### config.mk
export PLATFORM = sky130hd
export DESIGN_NAME = bcd_adder
export DESIGN_NICKNAME = d
export VERILOG_FILES = /design/src/rtl/bcd_adder.sv
export SDC_FILE = /design/constraint.sdc
export NUM_CORES = 1
export LEC_CHECK = 0
export CORE_AREA = 4 4 41 43
export CTS_CLUSTER_SIZE = 14
export DETAILED_ROUTE_END_ITERATION = 12
export DIE_AREA = 0 0 45 47
export GPL_ROUTABILITY_DRIVEN = 1
export PLACE_DENSITY = 0.61
export RECOVER_POWER = 100
export SLEW_MARGIN = 20
export SYNTH_ARGS = -nofsm -noshare
export SYNTH_HDL_FRONTEND = slang
export SYNTH_SLANG_ARGS = --single-unit
### constraint.sdc
create_clock -name clk -period 3.2 [get_ports clk]
set_input_delay 0.48 -clock clk [delete_from_list [all_inputs] [get_ports clk]]
set_output_delay 0.48 -clock clk [all_outputs]
set_load 0.02 [all_outputs]
### src/rtl/bcd_adder.sv
// Single-digit BCD adder: A + B + Cin with decimal correction, plus a non-BCD operand flag.
// Latency 1 cycle; Sum/Cout/err are all registered together.
// No backpressure: a new result is captured on every clock.
module bcd_adder (
    input  logic       clk,
    input  logic       rst_n,
    input  logic [3:0] A,
    input  logic [3:0] B,
    input  logic       Cin,
    output logic [3:0] Sum,
    output logic       Cout,
    output logic       err
);

    logic [4:0] bin_sum;
    logic [4:0] adj_sum;
    logic [3:0] sum_d, sum_q;
    logic       cout_d, cout_q;
    logic       err_d, err_q;

    always_comb begin
        bin_sum = {1'b0, A} + {1'b0, B} + {4'b0000, Cin};
        // Adding 6 skips the six unused codes 10..15; only the low nibble is kept.
        adj_sum = bin_sum + 5'd6;
        sum_d   = bin_sum[3:0];
        cout_d  = 1'b0;
        if (bin_sum > 5'd9) begin
            sum_d  = adj_sum[3:0];
            cout_d = 1'b1;
        end
        err_d = (A > 4'd9) | (B > 4'd9);
    end

    always_ff @(posedge clk) begin
        if (!rst_n) begin
            sum_q  <= 4'd0;
            cout_q <= 1'b0;
            err_q  <= 1'b0;
        end else begin
            sum_q  <= sum_d;
            cout_q <= cout_d;
            err_q  <= err_d;
        end
    end

    assign Sum  = sum_q;
    assign Cout = cout_q;
    assign err  = err_q;

endmodule

# --- Word level (Yosys, flattened, before mapping) ---
# Cells that the tools add are included.
word_totals:
  output_inout_bits: 6
  ff_bits: 6
  word_cells: 12
classes:
  order_cmp: 3
  bitwise: 1
  n_addsub: 3
  mux: 2
ops:
  columns: ["operator", "n"]
  rows:
  - ["$gt 4x4->1 const B", 2]
  - ["$add 4x4->5", 1]
  - ["$add 5x1->5", 1]
  - ["$gt 5x4->1 const B", 1]
  - ["$add 4x3->4 const B", 1]
  - ["$mux 4", 1]
  - ["$mux 1", 1]
  - ["$or 1x1->1", 1]

# --- Logic depth before layout (Yosys ltp) ---
depth:
  ltp_word: 4
  depth_mapped: 8
  mapped_depth_nobuf: 8

# --- Worst setup path after synthesis ---
# No wires, ideal clock.
synth_path:
  path_kind: "input-to-reg"
  startpoint: "in A[0]"
  endpoint: "reg sum_q[2] (netlist: Sum[2])"
  required_time_ns: 3.141
  n_path_buf: 0
  arrival_time_ns: 2.444
  setup_slack_ns: 0.697
  stages: 8
  cell_sequence: "fa_1 -> fa_1 -> xnor2_1 -> ha_1 -> a31o_1 -> o31ai_4 -> mux2i_1 -> and2_1"
synth_between:
  elab_chain_len: 4
  elab_cells_between_ends: 5
synth_rtl:
  columns: ["item", "line_no", "rtl"]
  rows:
  - ["start: declaration", "7", "input logic [3:0] A,"]
  - ["$add 4x4->5 *", "22", "bin_sum = {1'b0, A} + {1'b0, B} + {4'b0000, Cin};"]
  - ["$add 5x1->5 *", "22", null]
  - ["$add 4x3->4 / $gt 5x4->1 (equally long branches)", "24, 27", null]
  - ["$mux 4 *", "27", "if (bin_sum > 5'd9) begin"]
  - ["end signal: assignment", "40", "sum_q <= sum_d;"]
  - ["end: declaration", "17", "logic [3:0] sum_d, sum_q;"]
# Mark *: on every way between the ends. The rest lies on a longest branch, timed or not.
# A chain may end at the register's enable or synchronous reset.

# --- Worst setup path in the final report ---
# Ends and elaborated chain as after synthesis.

==> out/metrics.yaml <==
outcome:
  status: "finished clean"
pwr:
  p_int_uw: 189
  p_clk_share_pct: 24.4
  combPwrFrac_pct: 42.5
  irDropWorstVdd_v: 0.000110
  p_sw_uw: 82.2
  p_sw_share_pct: 30.3
  leakage_uw: 0.000250
  powerDensity_nw_per_um2: 469
  pwr-share-seq_pct: 33.0
place:
  dp_cells: 67
  dpl.hpwl_um: 629
  place_area_um2: 556
  pre_cts_ws_ps: 125
  gp_congestion: 0.718
  io_buffer_count: 16
critical_path:
  worstPathRequired_ps: 3380
  crit_slowest_cell: "fa_1"
  critPathMaxFanout: 3
  cp.arrival_ps: 2990
  worstSetupStartpointType: "input port"
  slowest_delay_ps: 460
  crit_path_frequent_cell: "fa_1"
  critical_path_class: "input port to flop"
  cp-end-kind: "flop"
  crit_family: "adder cells"
  critPathBufInv: 1
  crit_chain: "clkdlybuf4s50_1 > fa_1 > fa_1 > xnor2_1 > ha_1 > a31o_1 > o31ai_4 > mux2i_1 > and2_1"
synthesis:
  synth_top_cell_by_area: "dfxtp_1"
  ys_seq_area_share_pct: 31.9
  post_synth_num_cell_types: 20
  syn_nets: 53
  synth_seq_cells: 6
  synth_top_area_share_pct: 31.9
  synth_warnings: 0
  synth_area_leaders: "dfxtp_1 (32%), ha_1 (13%), fa_1 (11%)"
  synth_ff_type: "dfxtp_1"
  avgSynthCellArea_um2: 10.5
  synth_edf_count: 0
  syn_inst: 36
  synth_area_um2: 377
  synth-async-reset-ratio_pct: 0
drt:
  num_vias: 327
  wire_per_inst_um: 9.74
  drtIter0Drc: 3
  via_per_inst: 4.67
  ant_nets: 0
  dr.pass1.iters: 4
  wirelength_um: 682
  drc: 0
clocking:
  clk_pin_slew_ps: 40
  cts_resized: 0
  clock-sinks: 6
  clk_path_buf_depth: 2
  cts_max_level: 1
  post_cts_buffers: 0
  hold_buffers: 0
  numCtsBuffers: 3
  cts_tree: "yes"
  cts-root-buf: "clkbuf_4"
sta:
  rsz0062_at_grt: "no"
  fin_crit_sh_pct: 87.7
  layout_setup_ws_ps: 392
  fin_crit_ps: 2810
  relSlewSlack_pct: 75.8
  tightest_slew_ps: 353
  final_max_slew_viol_count: 0
  holdWs_ps: 896
  setup_tns_ps: 0
  max_freq_ghz: 0.356
  setup_viol: 0
  hold_viol: 0
global_routing:
  grt_pass1_vias: 326
  antenna_found_initial: 0
  grt_pass1_wl_mm: 1.24
  grt_max_degree: 7
  grt_remaining_overflow: 0
  grt_usage_pct: 8.39
final_layout:
  drive_above_1_share_pct: 10.9
  stdcell_count: 70
  syn2layout_area_growth_pct: 53.5
  nets: 74
  num_antenna_cells: 0
  design_area_um2: 578
  final_common_cell: "clkdlybuf4s50_1"
  mostFrequentLayoutCells: "clkdlybuf4s50_1 (9), dlygate4sd3_1 (7), dfxtp_1 (6)"
die:
  die_area_um2: 2120
  io_pins: 17
  rows: 13
  die_h_um: 47
  fp.dieW_um: 45
  core-area_um2: 1300
  start_util_pct: 28.9
job:
  cap_viol_max_count: 0
worst_hold_path:
  min-delay-path-class: "input port to flop"
==> power groups by stage <==
stage | clock network [uW] | registers (uW) | logic, uW
CTS | 70.3 | 90.4 | 122
detailed placement | 0 | 91.7 | 121
floorplan | 0 | 108 | 57.6
global route | 72.5 | 90.7 | 129
global placement | 0 | 91.5 | 121
finish | 66.3 | 89.5 | 115
==> stage by stage <==
step	util, %	power [uW]
4_1_cts	44.4	283
2_1_floorplan	-	166
3_5_place_dp	42.7	213
6_report	44.4	271
5_1_grt	44.4	292
3_3_place_gp	42.7	212
==> flip-flops by register name, summed over array words and instances, names as in the netlist <==
| name | count |
|---|---|
| Cout | 1 |
| Sum | 4 |
| err | 1 |
==> path summary, 6_finish.rpt <==
kind              slack, ps                end  depth (start not counted)  startpoint
hold / removal          900     err$_SDFF_PN0_                          3        B[3]
setup / recovery        390  Sum[2]$_SDFF_PN0_                          9        A[0]
==> kinds of logic (layout without fill, tap and decap cells) <==
| group | after synthesis | in the layout | synth area share [%] |
|---|---|---|---|
| xor+xnor | 2 | 2 | 4.65 |
| buf+inv | 2 | 21 | 1.99 |
| fa+ha+maj | 6 | 6 | 23.9 |
| simple gates | 8 | 8 | 12.0 |
| mux | 1 | 1 | 2.66 |
| compound gates | 11 | 11 | 22.9 |
| flops | 6 | 6 | 31.9 |
==> layer usage <==
| metal | vias up | GRT usage (%) | share of wire, % |
|---|---|---|---|
| met2 | 12 | 15.5 | 52 |
| met3 | 2 | 2.30 | 7.5 |
| met5 | - | 0 | 0 |
| met1 | 142 | 7.55 | 39 |
| li1 | 171 | - | - |
| met4 | 0 | 7.02 | 1.5 |
==> final cells by class <==
cell class / count / area, um2
flip-flops and latches: 6 / 120
multi-input cells: 28 / 249
inverters: 2 / 7.51
repair buffers: 16 / 160
clock buffers: 3 / 22.5
well taps: 15 / 18.8
fillers: 145 / 723
==> synth_stat cells (all sizes together) (2+ instances only) <==
cell / n
o21ai: 2
a21oi: 3
fa: 2
inv: 2
xnor2: 2
and2: 4
ha: 4
dfxtp: 6
Note: power is estimated with default switching activity, not from simulation.
